===== src/rtl/rt_pkg.sv =====
// Shared types and constants for the ray tracer front end.
// Record word layout, FIFO geometry and the sequencer state encoding.
package rt_pkg;

    localparam int WORD_BITS      = 32;
    localparam int RAY_WORDS      = 6;
    localparam int TRI_WORDS      = 18;
    localparam int RAY_FIFO_DEPTH = 16;

    // Word positions inside an 18-word triangle record
    localparam int V0_X  = 0;
    localparam int V0_Y  = 1;
    localparam int V0_Z  = 2;
    localparam int V1_X  = 3;
    localparam int V1_Y  = 4;
    localparam int V1_Z  = 5;
    localparam int V2_X  = 6;
    localparam int V2_Y  = 7;
    localparam int V2_Z  = 8;
    localparam int NRM_X = 9;
    localparam int NRM_Y = 10;
    localparam int NRM_Z = 11;

    typedef logic [RAY_WORDS-1:0][WORD_BITS-1:0] ray_t;
    typedef logic [TRI_WORDS-1:0][WORD_BITS-1:0] tri_t;

    typedef enum logic [1:0] {
        ST_IDLE  = 2'd0,
        ST_SWEEP = 2'd1,
        ST_DRAIN = 2'd2
    } seq_state_e;

endpackage


===== src/rtl/ray_fifo.sv =====
// Circular-buffer FIFO with a registered occupancy count.
// Writes while full and reads while empty are ignored; full/empty come from the count.
module ray_fifo #(
    parameter int WIDTH = 192,
    parameter int DEPTH = 16
) (
    input  logic             clock,
    input  logic             reset,
    input  logic             wr_en,
    input  logic [WIDTH-1:0] wr_data,
    input  logic             rd_en,
    output logic [WIDTH-1:0] rd_data,
    output logic             full,
    output logic             empty
);

    localparam int PTR_W = (DEPTH > 1) ? $clog2(DEPTH) : 1;
    localparam int CNT_W = $clog2(DEPTH + 1);

    logic [WIDTH-1:0] mem [DEPTH];
    logic [PTR_W-1:0] wr_ptr;
    logic [PTR_W-1:0] rd_ptr;
    logic [CNT_W-1:0] count;
    logic             do_wr;
    logic             do_rd;

    function automatic logic [PTR_W-1:0] next_ptr(input logic [PTR_W-1:0] p);
        return (p == PTR_W'(DEPTH - 1)) ? '0 : p + PTR_W'(1);
    endfunction

    assign full    = (count == CNT_W'(DEPTH));
    assign empty   = (count == '0);
    assign do_wr   = wr_en && !full;
    assign do_rd   = rd_en && !empty;
    assign rd_data = mem[rd_ptr];

    always_ff @(posedge clock or negedge reset) begin
        if (!reset) begin
            wr_ptr <= '0;
            rd_ptr <= '0;
            count  <= '0;
        end else begin
            if (do_wr) wr_ptr <= next_ptr(wr_ptr);
            if (do_rd) rd_ptr <= next_ptr(rd_ptr);
            count <= count + CNT_W'(do_wr) - CNT_W'(do_rd);
        end
    end

    // Storage needs no reset: stale entries are unreachable once count is cleared
    always_ff @(posedge clock) begin
        if (do_wr) mem[wr_ptr] <= wr_data;
    end

endmodule


===== src/rtl/raytracer_top.sv =====
// Ray tracer front end: queues host rays and, per popped ray, sweeps every
// triangle record of the ROM onto instruction_read, one record per cycle.
module raytracer_top
    import rt_pkg::*;
#(
    parameter int D_BITS = 32,
    parameter int M_BITS = 12,
    parameter int Q_BITS = 10
) (
    input  logic                                     clock,
    input  logic                                     reset,
    input  logic                                     in_wr_en,
    input  logic [RAY_WORDS-1:0][D_BITS-1:0]         ray_in,
    output logic                                     in_full,
    output logic signed [TRI_WORDS-1:0][D_BITS-1:0]  instruction_read
);

    typedef logic [TRI_WORDS-1:0][D_BITS-1:0] rec_t;

    seq_state_e                      state;
    seq_state_e                      state_next;
    logic [M_BITS-1:0]               addr;
    logic                            fifo_empty;
    logic                            pop;
    logic                            rd_en;
    logic [RAY_WORDS-1:0][D_BITS-1:0] fifo_head;
    // Current ray, consumed by the downstream intersection stage
    logic [RAY_WORDS-1:0][D_BITS-1:0] ray_reg_unused;

    // Default ROM contents: word k of record a is (a*18 + k) in Q format
    function automatic rec_t rom_record(input logic [M_BITS-1:0] a);
        rec_t r;
        for (int k = 0; k < TRI_WORDS; k++) begin
            r[k] = (D_BITS'(a) * D_BITS'(TRI_WORDS) + D_BITS'(k)) << Q_BITS;
        end
        return r;
    endfunction

    ray_fifo #(
        .WIDTH (RAY_WORDS * D_BITS),
        .DEPTH (RAY_FIFO_DEPTH)
    ) u_ray_fifo (
        .clock   (clock),
        .reset   (reset),
        .wr_en   (in_wr_en),
        .wr_data (ray_in),
        .rd_en   (pop),
        .rd_data (fifo_head),
        .full    (in_full),
        .empty   (fifo_empty)
    );

    always_ff @(posedge clock or negedge reset) begin
        if (!reset) state <= ST_IDLE;
        else        state <= state_next;
    end

    always_comb begin
        state_next = state;
        pop        = 1'b0;
        rd_en      = 1'b0;
        case (state)
            ST_IDLE: begin
                if (!fifo_empty) begin
                    pop        = 1'b1;
                    state_next = ST_SWEEP;
                end
            end
            ST_SWEEP: begin
                rd_en = 1'b1;
                if (addr == {M_BITS{1'b1}}) state_next = ST_DRAIN;
            end
            ST_DRAIN: state_next = ST_IDLE;
            default:  state_next = ST_IDLE;
        endcase
    end

    // Datapath: address counter, ray latch and the ROM output register
    always_ff @(posedge clock or negedge reset) begin
        if (!reset) begin
            addr             <= '0;
            ray_reg_unused   <= '0;
            instruction_read <= '0;
        end else begin
            if (pop) begin
                addr           <= '0;
                ray_reg_unused <= fifo_head;
            end else if (rd_en) begin
                addr <= addr + M_BITS'(1);
            end
            if (rd_en) instruction_read <= rom_record(addr);
        end
    end

endmodule


===== config.mk =====
export PLATFORM = sky130hd
export DESIGN_NAME = raytracer_top
export DESIGN_NICKNAME = d
export VERILOG_FILES = /design/src/rtl/rt_pkg.sv /design/src/rtl/ray_fifo.sv /design/src/rtl/raytracer_top.sv
export SDC_FILE = /design/constraint.sdc
export NUM_CORES = 1
export LEC_CHECK = 0
export CAP_MARGIN = 30
export CORE_AREA = 2 2 304 306
export DETAILED_ROUTE_END_ITERATION = 16
export DIE_AREA = 0 0 306 308
export PLACE_DENSITY_LB_ADDON = 0.25
export REMOVE_ABC_BUFFERS = 1
export SYNTH_ARGS = -nofsm -noshare
export SYNTH_HDL_FRONTEND = slang
export SYNTH_SLANG_ARGS = --single-unit

===== constraint.sdc =====
create_clock -name clock -period 2.8 [get_ports clock]
set_input_delay 0.56 -clock clock [delete_from_list [all_inputs] [get_ports clock]]
set_output_delay 0.56 -clock clock [all_outputs]
set_load 0.03 [all_outputs]

# Word level (Yosys, flattened, before mapping)
# Index checks and enable logic that the tools add are counted.
[classes] addsub=20 multipliers=1 div=0 order_cmp=0 eq_ne=5 n_shift=0 n_mux=8 bitwise=0 reduce_logical=8
[ops] cell="17-bit by 4-bit adder with 18-bit output (second input constant)" n=8
[ops] cell="17-bit by 3-bit adder with 18-bit output (second input constant)" n=4
[ops] cell="17-bit by 2-bit adder with 18-bit output (second input constant)" n=2
[ops] cell="17-bit by 5-bit adder with 18-bit output (second input constant)" n=2
[ops] cell="12-bit 2-to-1 mux" n=2
[ops] cell="17-bit by 1-bit adder with 18-bit output (second input constant)" n=1
[ops] cell="12-bit by 4-bit multiplier with 16-bit output (second input constant)" n=1
[ops] cell="12-bit by 1-bit adder with 12-bit output (second input constant)" n=1
[ops] cell="12-bit == test (second input constant)" n=1
[ops] cell="5-bit by 1-bit adder with 5-bit output" n=1
[ops] cell="5-bit == test (second input constant)" n=1
[ops] cell="5-bit logical NOT" n=1
[ops] cell="5-bit by 1-bit subtractor with 5-bit output" n=1
[ops] cell="2-bit 2-to-1 mux" n=2
[ops] cell="2-bit inequality test (second input constant)" n=2
[ops] cell="2-bit one-hot mux with 2 select lines" n=1
[ops] cell="1-bit 2-to-1 mux" n=3
[ops] cell="2-bit by 1-bit == test with 1-bit output (second input constant)" n=1
[ops] cell="1-bit logical AND" n=2
[ops] cell="1-bit logical NOT" n=2
[ops] cell="2-bit logical NOT" n=1
[ops] cell="2-bit AND reduction" n=1
[ops] cell="2-bit nonzero test" n=1
[totals] regBits=409 latchBits=0 ram_bits=0 mem_bits_ro=0 out_inout_bits=577 wordCells=63 n_memories=0

# Depth between registers and ports, before layout
[depth] depth_word=5 depth_mapped=15 mapped_depth_nobuf=15

# Cells and area by module
# From an unflattened synthesis, not the netlist that was laid out.
[unflattened] hier_cells=6912 hier_area_um2=129160.1
[modules_own_cells] mod="ray_fifo" n_inst=1 cells_per_inst=5604 area_each_um2=117757.9
[modules_own_cells] mod="raytracer_top" n_inst=1 cells_per_inst=1308 area_each_um2=11402.2

# Worst setup path after synthesis
# OpenSTA, ideal clock, no wires.
[synth_path] kind="reg2reg" from="register addr[1]" to="register instruction_read[378] in the netlist's numbering" setup_time_ps=146 arrival_time_ps=2889 required_time_ps=2654 slack_ps=-235 stages_incl_launch_ff=11 synth_period_minus_slack_ps=3035 cell_sequence="dfrtp_1 ha_1 ha_1 fa_1 nand3_2 a211oi_1 or3_1 o311a_1 buf_2 a311oi_4 a211oi_1"
[synth_between] elab_chain_len=2
[synth_lines] element="start: declaration" line_no="raytracer_top.sv:22" text="logic [M_BITS-1:0] addr;"
[synth_lines] element="start signal: assignment" line_no="raytracer_top.sv:89" text="addr <= addr + M_BITS'(1);"
[synth_lines] element="12-bit by 4-bit multiplier with 16-bit output" line_no="raytracer_top.sv:34" text="r[k] = (D_BITS'(a) * D_BITS'(TRI_WORDS) + D_BITS'(k)) << Q_BITS;"
[synth_lines] element="17-bit by 4-bit adder with 18-bit output" line_no="raytracer_top.sv:34"
[synth_lines] element="end signal: assignment" line_no="raytracer_top.sv:91" text="if (rd_en) instruction_read <= rom_record(addr);"
[synth_lines] element="end: declaration" line_no="raytracer_top.sv:15" text="output logic signed [TRI_WORDS-1:0][D_BITS-1:0] instruction_read"
# Every way passes these cells.
# A chain may end at the register's enable or synchronous reset.

# Final worst setup path
[layout_path] from="register addr[4]" to="register instruction_read[570] in the netlist's numbering"
[layout_between] elab_chain_len=2
[layout_lines] element="12-bit by 4-bit multiplier with 16-bit output" line_no="raytracer_top.sv:34"
[layout_lines] element="17-bit by 5-bit adder with 18-bit output" line_no="raytracer_top.sv:34"
# Every way passes these cells.

==> impl_metrics.toml <==
[worst_setup_path]
crit_type = "reg -> reg"
worstPathCellList = "ha_4 > ha_4 > fa_2 > nand3_4 > nor3b_4 > nor4_4 > buf_4 > o211a_4 > a311oi_4 > buf_12 > a211oi_2"
path_buf_inv = 2
critical_path_arrival_ns = 3.10
crit_fanout = 8
startpoint_type = "flop"
slowest_delay_ns = 0.44
crit_slowest_cell = "dfrtp_2"
critical_path_required_ns = 3.12
path_delay_family = "adder cells"
crit_top_cell = "ha_4"
cp-end-kind = "flop"

[detailed_routing]
drc_errors = 0
top_layer = "met4"
first_pass_iters = 4
dr_wl_met3_mm = 1.29
ant_nets = 0
wl_mm = 39.5
avgViaCountPerCell = 3.17
wl_met2_mm = 19.9
wl_met1_mm = 17.7
routedWlPerCell_um = 14.3
drt_iter0_drc = 366
vias = 8760

[final_layout]
final_cell_mix = "clkdlybuf4s50_1, conb_1, nand2_1, dfrtp_1, buf_4"
fillers = 10095
areaGrowthSynthToFinish_pct = 38.8
fin_nets = 1795
multiInputGateArea_sq_um = 5610
diodes = 0
seq_area_sq_um = 3980
mostFrequentLayoutCell = "clkdlybuf4s50_1"
drive_above_1_share = 0.162

[global_route]
grt_max_degree = 70
antenna_found_initial = 0
grt_pass1_vias = 8125
grt_pass1_wl_mm = 55.8
grt_usage = 0.0792
overflow = 0

[synth]
synth_area_sq_um = 11600
postSynth.asyncResetShare = 1.00
ys_seq_elements = 159
synth_edf_count = 0
netlist_instances = 1330
syn_avg_cell_area_sq_um = 8.71
synth_top_cell_by_area = "dfrtp_1"
synth_top_flop_cell = "dfrtp_1"
ys_top_cells_by_area = "dfrtp_1, buf_4, nand2_1"
synth_cell_types = 60
synth_warnings = 0
ys_seq_area_frac = 0.344
synth_top_area_share = 0.344

[sta]
finalClockSkew_ns = 0.0132
slew_viol_final = 0
period_minus_slack_ns = 2.78
setup_viol = 0
rsz0062_at_grt = "true"
hold_viol_final = 0
hold_ws_ns = 0.104
worst_pin_slew_ns = 0.689
final.period_utilization = 0.994
max-slew-margin-rel = 0.540
max_freq_mhz = 359

[clocking]
cts.sinks = 159
clockRootBuffer = "clkbuf_16"
htree_levels = 4
clkTransAtPathRegs_ns = 0.07
cts_hold_buf = 0
cts_tree = "built"
cts-buffers-inserted = 17
clk_latency_ns = 0.45
clockBufferDepth = 2

[hold_path]
hold_path.class = "in -> async"

[power]
power_frac_clock = 0.448
p_per_area_nw_per_um2 = 357
pwr-share-comb = 0.139
swShare = 0.317
peakVddDrop_mv = 0.400
switching_power_mw = 1.82
finalPower_mw = 5.73
power_leakage_nw = 6.57
p_seq_frac = 0.413
p_int_mw = 3.91

[placement]
port_buffers = 316
gp_congestion = 0.772
hpwl_mm = 30.5

[floorplanning]
dieHeight_um = 308
rows = 111
start_util = 0.127
dieWidth_um = 306
core_sq_um = 91000
die_area_sq_um = 94200
io_pins = 772

[outcome]
status = "complete, no violations"

[run]
cap_violations = 0
## cell families (layout without fill, tap and decap cells)
group,after synthesis,count (layout),synth area share
adder cells (fa/ha/maj),36,36,0.0402
flip-flops,159,159,0.344
buffers and inverters,512,497,0.310
XOR/XNOR,75,75,0.0574
AO/OA/AOI/OAI,203,203,0.115
AND/OR/NAND/NOR,344,344,0.134
other,1,263,0.000324
## stage by stage
stage	cell area (sq um)	instances	setup WS [ns]	util	setup TNS (ns)
finish	16100	2763	0.0170	0.177	0
detailed placement	14700	2717	-0.181	0.162	-6.72
floorplan	9050	1099	-1.96	-	-216.40
global route	16100	2763	-0.0755	0.177	-1.07
global placement	14700	2717	-0.154	0.162	-5.42
CTS	15500	2752	0.00936	0.170	0
## worst reg2reg max path, delay by kind of cell, from the launching register on
| kind | cells | cell delay, ns |
|---|---|---|
| AO/OA/AOI/OAI | 3 | 0.53 |
| buffers and inverters | 2 | 0.33 |
| AND/OR/NAND/NOR | 3 | 0.52 |
| flip-flops | 1 | 0.44 |
| adder cells (fa/ha/maj) | 3 | 0.85 |
## routing by layer
metal,vias up,GRT usage
met5,-,0
met4,0,0.0209
met3,20,0.0109
met2,292,0.136
met1,4272,0.104
li1,4176,-
## synthesized netlist by cell type (all sizes together), types with 3 or more instances
| cell | number |
|---|---|
| inv | 19 |
| a211oi | 15 |
| buf | 452 |
| a21oi | 22 |
| and3 | 8 |
| o21ai | 95 |
| a21o | 8 |
| nand4 | 21 |
| a31oi | 8 |
| xnor2 | 41 |
| or3 | 5 |
| ha | 34 |
| clkbuf | 41 |
| nand2b | 5 |
| xor2 | 34 |
| nor3 | 13 |
| nand3 | 26 |
| o311ai | 15 |
| and2 | 14 |
| and4 | 3 |
| nand2 | 187 |
| dfrtp | 159 |
| o211ai | 14 |
| or2 | 3 |
| a21boi | 3 |
| nor2 | 49 |
| o2111ai | 6 |
| nor2b | 5 |
## area by class of cell
| cell class | count | area share |
|---|---|---|
| multi-input cells | 921 | 0.349 |
| repair buffers | 446 | 0.268 |
| flip-flops and latches | 159 | 0.248 |
| well taps | 1186 | 0.0923 |
| clock buffers | 17 | 0.0265 |
| clock inverters | 15 | 0.0122 |
| inverters | 19 | 0.00444 |
## path summary, 6_finish.rpt
check / start / to / slack, ns / cells past startpoint
max reg2reg: addr[4]$_DFFE_PN0P_ / instruction_read[570]$_DFFE_PN0P_ / 0.02 / 11
max: addr[4]$_DFFE_PN0P_ / instruction_read[570]$_DFFE_PN0P_ / 0.02 / 11
min reg2reg: instruction_read[15]$_DFFE_PN0P_ / instruction_read[15]$_DFFE_PN0P_ / 0.51 / 2
min in group clock: instruction_read[15]$_DFFE_PN0P_ / instruction_read[15]$_DFFE_PN0P_ / 0.51 / 2
min: reset / instruction_read[562]$_DFFE_PN0P_ / 0.10 / 1
max in group asynchronous: reset / instruction_read[182]$_DFFE_PN0P_ / 1.92 / 2
## state kept, by name, indices dropped and copies added (netlist names)
| name | flops |
|---|---|
| state | 2 |
| instruction_read | 140 |
| addr | 12 |
| u_ray_fifo.count | 5 |
## power by group through the flow
stage / sequential [mW] / clock (mW) / combinational [mW]
6_report: 2.37 / 2.57 / 0.798
3_5_place_dp: 2.41 / 0 / 0.796
4_1_cts: 2.37 / 2.67 / 0.798
5_1_grt: 2.37 / 2.75 / 0.879
2_1_floorplan: 2.41 / 0 / 0.681
3_3_place_gp: 2.41 / 0 / 0.795
## what timing repair did
action                     4_1_cts  5_1_grt
gates resized for setup         31       92
gates cloned                     0        1
pin swaps                       11       34
setup endpoints to repair       62       57
buffers inserted                 3       10
(Power assumes the default switching activity.)
